## config.mk

```make
export PLATFORM = sky130hd
export DESIGN_NAME = fft8_sequencer
export DESIGN_NICKNAME = d
export VERILOG_FILES = /design/src/rtl/fft8_sequencer.sv
export SDC_FILE = /design/constraint.sdc
export NUM_CORES = 1
export LEC_CHECK = 0
export ABC_CLOCK_PERIOD_IN_PS = 6150
export CORE_MARGIN = 2
export CORE_UTILIZATION = 48
export DETAILED_ROUTE_END_ITERATION = 12
export GPL_ROUTABILITY_DRIVEN = 0
export PLACE_DENSITY = 0.69
export SLEW_MARGIN = 15
export SYNTH_ARGS = -nofsm -noshare
export SYNTH_HDL_FRONTEND = slang
export SYNTH_SLANG_ARGS = --single-unit
```

## constraint.sdc

```tcl
create_clock -name clk -period 6.15 [get_ports clk]
set_clock_uncertainty 0.2 [all_clocks]
set_input_delay 0.615 -clock clk [delete_from_list [all_inputs] [get_ports clk]]
set_output_delay 0.615 -clock clk [all_outputs]
set_load 0.01 [all_outputs]
```

## src/rtl/fft8_sequencer.sv

```systemverilog
// fft8_sequencer
// Controller for an 8-point radix-2 decimation-in-time FFT that time-shares
// one external combinational butterfly. Samples are loaded in bit-reversed
// order, 3 stages x 4 butterflies run one per cycle in place, and bins are
// streamed out in natural order.
//
// Handshakes: a transfer happens on a rising edge where valid and ready are
// both high. The producer holds data stable while valid is high and ready is
// low. in_ready_o depends only on state; out_valid_o never waits for
// out_ready_i.
//
// Ports:
//   clk, rst_n                 clock, asynchronous active-low reset
//   in_valid_i/in_ready_o      input sample stream, in_real_i/in_imag_i
//   out_valid_o/out_ready_i    output bin stream, out_real_o/out_imag_o,
//                              out_index_o (bin k), out_last_o (k==7)
//   busy_o                     high while the butterflies run
//   bf_a_*/bf_b_*/bf_w_*       operands and twiddle to the butterfly
//   bf_y0_*/bf_y1_*            butterfly results, written back in place
//   dbg_state_o                FSM state for observation
module fft8_sequencer #(
  parameter int DATA_W  = 16,
  parameter int COEFF_W = 16
) (
  input  logic               clk,
  input  logic               rst_n,
  input  logic               in_valid_i,
  output logic               in_ready_o,
  input  logic [DATA_W-1:0]  in_real_i,
  input  logic [DATA_W-1:0]  in_imag_i,
  output logic               out_valid_o,
  input  logic               out_ready_i,
  output logic [DATA_W-1:0]  out_real_o,
  output logic [DATA_W-1:0]  out_imag_o,
  output logic [2:0]         out_index_o,
  output logic               out_last_o,
  output logic               busy_o,
  output logic [DATA_W-1:0]  bf_a_real_o,
  output logic [DATA_W-1:0]  bf_a_imag_o,
  output logic [DATA_W-1:0]  bf_b_real_o,
  output logic [DATA_W-1:0]  bf_b_imag_o,
  output logic [COEFF_W-1:0] bf_w_real_o,
  output logic [COEFF_W-1:0] bf_w_imag_o,
  input  logic [DATA_W-1:0]  bf_y0_real_i,
  input  logic [DATA_W-1:0]  bf_y0_imag_i,
  input  logic [DATA_W-1:0]  bf_y1_real_i,
  input  logic [DATA_W-1:0]  bf_y1_imag_i,
  output logic [1:0]         dbg_state_o
);

  typedef enum logic [1:0] {
    ST_LOAD    = 2'd0,
    ST_COMPUTE = 2'd1,
    ST_UNLOAD  = 2'd2
  } state_t;

  // Twiddles are given for 16-bit coefficients and rescaled for other widths.
  localparam int TW_SH = COEFF_W - 16;

  function automatic logic [COEFF_W-1:0] tw_scale(input int v);
    int r;
    if (TW_SH >= 0) r = v <<< TW_SH;
    else            r = v >>> (-TW_SH);
    return COEFF_W'(r);
  endfunction

  localparam logic [COEFF_W-1:0] W_POS  = tw_scale(32767);
  localparam logic [COEFF_W-1:0] W_R707 = tw_scale(23170);
  localparam logic [COEFF_W-1:0] W_N707 = tw_scale(-23170);
  localparam logic [COEFF_W-1:0] W_NEG  = tw_scale(-32768);

  state_t            state_q, state_d;
  logic [2:0]        cnt_q, cnt_d;   // input sample number
  logic [1:0]        j_q, j_d;       // butterfly within stage
  logic [1:0]        s_q, s_d;       // stage
  logic [2:0]        k_q, k_d;       // output bin
  logic [DATA_W-1:0] bank_re_q [8];
  logic [DATA_W-1:0] bank_im_q [8];
  logic [DATA_W-1:0] bank_re_d [8];
  logic [DATA_W-1:0] bank_im_d [8];

  logic [2:0] top, bot;
  logic [1:0] tw_idx;

  // Butterfly addressing. In LOAD/UNLOAD s=j=0, so top/bot sit on 0/1.
  always_comb begin
    top    = {j_q, 1'b0};
    bot    = {j_q, 1'b1};
    tw_idx = 2'd0;
    unique case (s_q)
      2'd1: begin
        top    = {j_q[1], 1'b0, j_q[0]};
        bot    = {j_q[1], 1'b1, j_q[0]};
        tw_idx = {j_q[0], 1'b0};
      end
      2'd2: begin
        top    = {1'b0, j_q};
        bot    = {1'b1, j_q};
        tw_idx = j_q;
      end
      default: ;
    endcase
  end

  always_comb begin
    bf_w_real_o = W_POS;
    bf_w_imag_o = '0;
    unique case (tw_idx)
      2'd1: begin bf_w_real_o = W_R707; bf_w_imag_o = W_N707; end
      2'd2: begin bf_w_real_o = '0;     bf_w_imag_o = W_NEG;  end
      2'd3: begin bf_w_real_o = W_N707; bf_w_imag_o = W_N707; end
      default: ;
    endcase
  end

  assign bf_a_real_o = bank_re_q[top];
  assign bf_a_imag_o = bank_im_q[top];
  assign bf_b_real_o = bank_re_q[bot];
  assign bf_b_imag_o = bank_im_q[bot];

  always_comb begin
    state_d   = state_q;
    cnt_d     = cnt_q;
    j_d       = j_q;
    s_d       = s_q;
    k_d       = k_q;
    bank_re_d = bank_re_q;
    bank_im_d = bank_im_q;
    unique case (state_q)
      ST_LOAD: begin
        if (in_valid_i) begin
          // Bit-reversed placement so the DIT stages run in natural order.
          bank_re_d[{cnt_q[0], cnt_q[1], cnt_q[2]}] = in_real_i;
          bank_im_d[{cnt_q[0], cnt_q[1], cnt_q[2]}] = in_imag_i;
          cnt_d = cnt_q + 3'd1;
          if (cnt_q == 3'd7) state_d = ST_COMPUTE;
        end
      end
      ST_COMPUTE: begin
        bank_re_d[top] = bf_y0_real_i;
        bank_im_d[top] = bf_y0_imag_i;
        bank_re_d[bot] = bf_y1_real_i;
        bank_im_d[bot] = bf_y1_imag_i;
        j_d = j_q + 2'd1;
        if (j_q == 2'd3) begin
          if (s_q == 2'd2) begin
            s_d     = 2'd0;
            state_d = ST_UNLOAD;
          end else begin
            s_d = s_q + 2'd1;
          end
        end
      end
      ST_UNLOAD: begin
        if (out_ready_i) begin
          k_d = k_q + 3'd1;
          if (k_q == 3'd7) state_d = ST_LOAD;
        end
      end
      default: state_d = ST_LOAD;
    endcase
  end

  always_ff @(posedge clk or negedge rst_n) begin
    if (!rst_n) begin
      state_q <= ST_LOAD;
      cnt_q   <= '0;
      j_q     <= '0;
      s_q     <= '0;
      k_q     <= '0;
      for (int i = 0; i < 8; i++) begin
        bank_re_q[i] <= '0;
        bank_im_q[i] <= '0;
      end
    end else begin
      state_q   <= state_d;
      cnt_q     <= cnt_d;
      j_q       <= j_d;
      s_q       <= s_d;
      k_q       <= k_d;
      bank_re_q <= bank_re_d;
      bank_im_q <= bank_im_d;
    end
  end

  assign in_ready_o  = (state_q == ST_LOAD);
  assign busy_o      = (state_q == ST_COMPUTE);
  assign out_valid_o = (state_q == ST_UNLOAD);
  assign out_real_o  = bank_re_q[k_q];
  assign out_imag_o  = bank_im_q[k_q];
  assign out_index_o = k_q;
  assign out_last_o  = (state_q == ST_UNLOAD) && (k_q == 3'd7);
  assign dbg_state_o = state_q;

endmodule

```

==> flow_metrics.env <==
export IMPL_status="completed"
export IMPL_cts_max_path_buffers=3
export IMPL_finalCriticalPeriod_ns=5.39
export IMPL_rsz0062_at_grt="no"
export IMPL_netlist_area_um2=19900
export IMPL_drtIter0Drc=3396
export IMPL_clock_sinks=268
export IMPL_p_clk_frac=0.122
export IMPL_relSlewSlack=0.142
export IMPL_start_kind="flip-flop"
export IMPL_grt_overflow_total=0
export IMPL_synth_distinct_cells=57
export IMPL_clk_latency_ns=0.53
export IMPL_crit_required_ns=5.33
export IMPL_cts_tree="done"
export IMPL_numPortBuffers=230
export IMPL_hold_viol_final=0
export IMPL_grt_pass1_wl_um=127000
export IMPL_fin_util=0.562
export IMPL_cts_buffers=35
export IMPL_final_max_slew_viol_count=0
export IMPL_h_tree_depth=2
export IMPL_dr_pass1_iters=6
export IMPL_die_y_um=208
export IMPL_grt_usage=0.377
export IMPL_seq_area_um2=6710
export IMPL_finalWirelength_um=84000
export IMPL_placed_area_um2=21800
export IMPL_worstHoldPathType="flip-flop to flip-flop"
export IMPL_layout_nets=2315
export IMPL_routedWlPerCell_um=30.5
export IMPL_netlist_instances=2202
export IMPL_grt_max_degree=110
export IMPL_combinationalPowerShare=0.656
export IMPL_power_frac_seq=0.222
export IMPL_critPathKind="flip-flop to primary output"
export IMPL_p_sw_mw=8.45
export IMPL_initial_core_util=0.487
export IMPL_drc_errors=0
export IMPL_period_share=0.877
export IMPL_clk_pin_slew_ns=0.06
export IMPL_antenna_left=0
export IMPL_worstPathMaxFanout=22
export IMPL_vias=20900
export IMPL_avgSynthCellArea_um2=9.04
export IMPL_tightest_slew_ns=1.28
export IMPL_core_um2=40800
export IMPL_drive_gt1_frac=0.113
export IMPL_async_reset_ff_frac=1.00
export IMPL_cts_setup_buffers=0
export IMPL_ys_warn_count=0
export IMPL_power_leakage_nw=8.27
export IMPL_vias_per_cell=7.57
export IMPL_layout_common_cells="a22oi_1, dfrtp_1, clkdlybuf4s50_1"
export IMPL_power_internal_mw=8.73
export IMPL_fillers=3599
export IMPL_synth_ff_latch_count=268
export IMPL_die_w_um=208
export IMPL_synth_seq_area_share=0.337
export IMPL_final_common_cell="a22oi_1"
export IMPL_clockRootBuffer="clkbuf_16"
export IMPL_tns_ns=0
export IMPL_antenna_found_initial=3
export IMPL_vdd_drop_max_mv=0.508
export IMPL_pin_count=237
export IMPL_multi_input_area_um2=11600
export IMPL_stdcell_area_um2=23000
export IMPL_dp_hpwl_um=46900
export IMPL_ys_flop_type="dfrtp_1"
export IMPL_fmax_mhz=185
export IMPL_area_growth_pct=15.4
export IMPL_std_cell_rows=74
export IMPL_die_area_um2=43100
export IMPL_worst_setup_path_end_kind="primary output"
export IMPL_synth_edff_count=0
export IMPL_sw_frac_of_total=0.492
export IMPL_finalSetupViolCount=0
export IMPL_power_density_nw_per_um2=749
export IMPL_grt_pass1_vias=20300
export IMPL_arrival_ns=4.58
export IMPL_cap_violations=0
[critical path, stage by stage (launching register included)]
cell and delay (ns):
dfrtp_1 0.37, inv_1 0.07, ha_1 0.55, o211ai_4 1.16, buf_4 0.47, mux2_1 0.35
a222oi_1 0.31, nand3_1 0.21, clkdlybuf4s50_1 0.53
[what timing repair did]
item | 4_1_cts | 5_1_grt
resized for setup | 0 | 0
hold buffers | 1 | 0
endpoints found under the hold margin | 10 | 0
[synthesized netlist by cell type, types with 4 or more instances]
cell type  instances  area (um2)
a22oi_1          416        3120
dfrtp_1          268        6710
nor2_1           227         852
nand2_1          143         537
a21oi_1          132         661
buf_2            116         581
clkbuf_1         102         383
a22o_1            96         841
o21a_1            66         495
mux4_2            64        1440
o22ai_1           64         400
o21ai_1           54         270
buf_4             52         390
mux2_2            37         417
nand3_1           33         165
a222oi_1          32         320
a31oi_1           32         200
a32oi_1           32         280
nand4_1           32         200
mux2_1            31         349
buf_1             25        93.8
clkbuf_2          25         125
ha_1              18         225
o21ai_0           17        85.1
buf_6             15         169
inv_1             10        37.5
nand2b_1           8        50.1
and3_1             6        37.5
and2_1             5        31.3
inv_2              5        18.8
o31a_1             4        35.0
[kinds of logic after synthesis]
| logic type | synth area share |
|---|---|
| buf+inv | 0.0904 |
| mux | 0.111 |
| flops | 0.337 |
| other cells | 0.000188 |
| xor+xnor | 0.00132 |
| simple gates | 0.104 |
| compound gates | 0.344 |
| fa+ha+maj | 0.0119 |
[power by group through the flow]
| stage | registers, mW | logic (mW) | clock network (mW) |
|---|---|---|---|
| finish | 3.81 | 11.3 | 2.09 |
| global route | 3.91 | 11.9 | 2.18 |
| CTS | 3.76 | 11.0 | 2.09 |
| detailed placement | 3.77 | 10.9 | 0 |
| global placement | 3.72 | 10.7 | 0 |
| floorplan | 3.34 | 7.06 | 0 |
[flip-flops by register name, indices dropped and copies added (netlist names)]
signal and cells:
bank_im_q 128, bank_re_q 128, cnt_q 3, dbg_state_o 2, j_q 2, out_index_o 3
s_q 2
[final cells by class]
| class | instances | share of cell area |
|---|---|---|
| multi-input combinational | 1589 | 0.503 |
| timing repair buffer | 288 | 0.123 |
| sequential | 268 | 0.292 |
| clock buffer | 46 | 0.0413 |
| tap | 532 | 0.0290 |
| antenna | 2 | 0.000218 |
| clock inverter | 15 | 0.00790 |
| inverter | 15 | 0.00256 |
[metal layers]
| layer | vias to the layer above | GRT usage | part of all wire |
|---|---|---|---|
| li1 | 8454 | - | - |
| met2 | 1936 | 0.571 | 0.44 |
| met4 | 2 | 0.210 | 0.059 |
| met3 | 400 | 0.0974 | 0.14 |
| met1 | 10100 | 0.492 | 0.36 |
| met5 | - | 0 | 0.00021 |
[through the flow]
stage          setup slack, ns  std cells  power, mW  hold WS, ns
2_1_floorplan             3.31       2207       10.4        0.119
3_3_place_gp              1.51       2691       14.5        0.315
3_5_place_dp              1.46       2691       14.7        0.326
4_1_cts                  0.893       2753       16.8        0.340
5_1_grt                  0.669       2755       18.0        0.356
6_report                 0.755       2755       17.2        0.341
[final timing paths]
check / startpoint / endpoint / slack [ns] / cells after the start
setup / recovery: s_q[0] / bf_a_real_o[14] / 0.76 / 8
min in group asynchronous: rst_n / bank_im_q[73] / 0.52 / 2
setup reg to reg: s_q[0] / bank_re_q[17] / 1.55 / 9
hold reg to reg: bank_im_q[6] / bank_im_q[6] / 0.34 / 2
max in group asynchronous: rst_n / bank_im_q[22] / 3.68 / 3
hold / removal: bank_im_q[6] / bank_im_q[6] / 0.34 / 2
(Power assumes the default switching activity.)
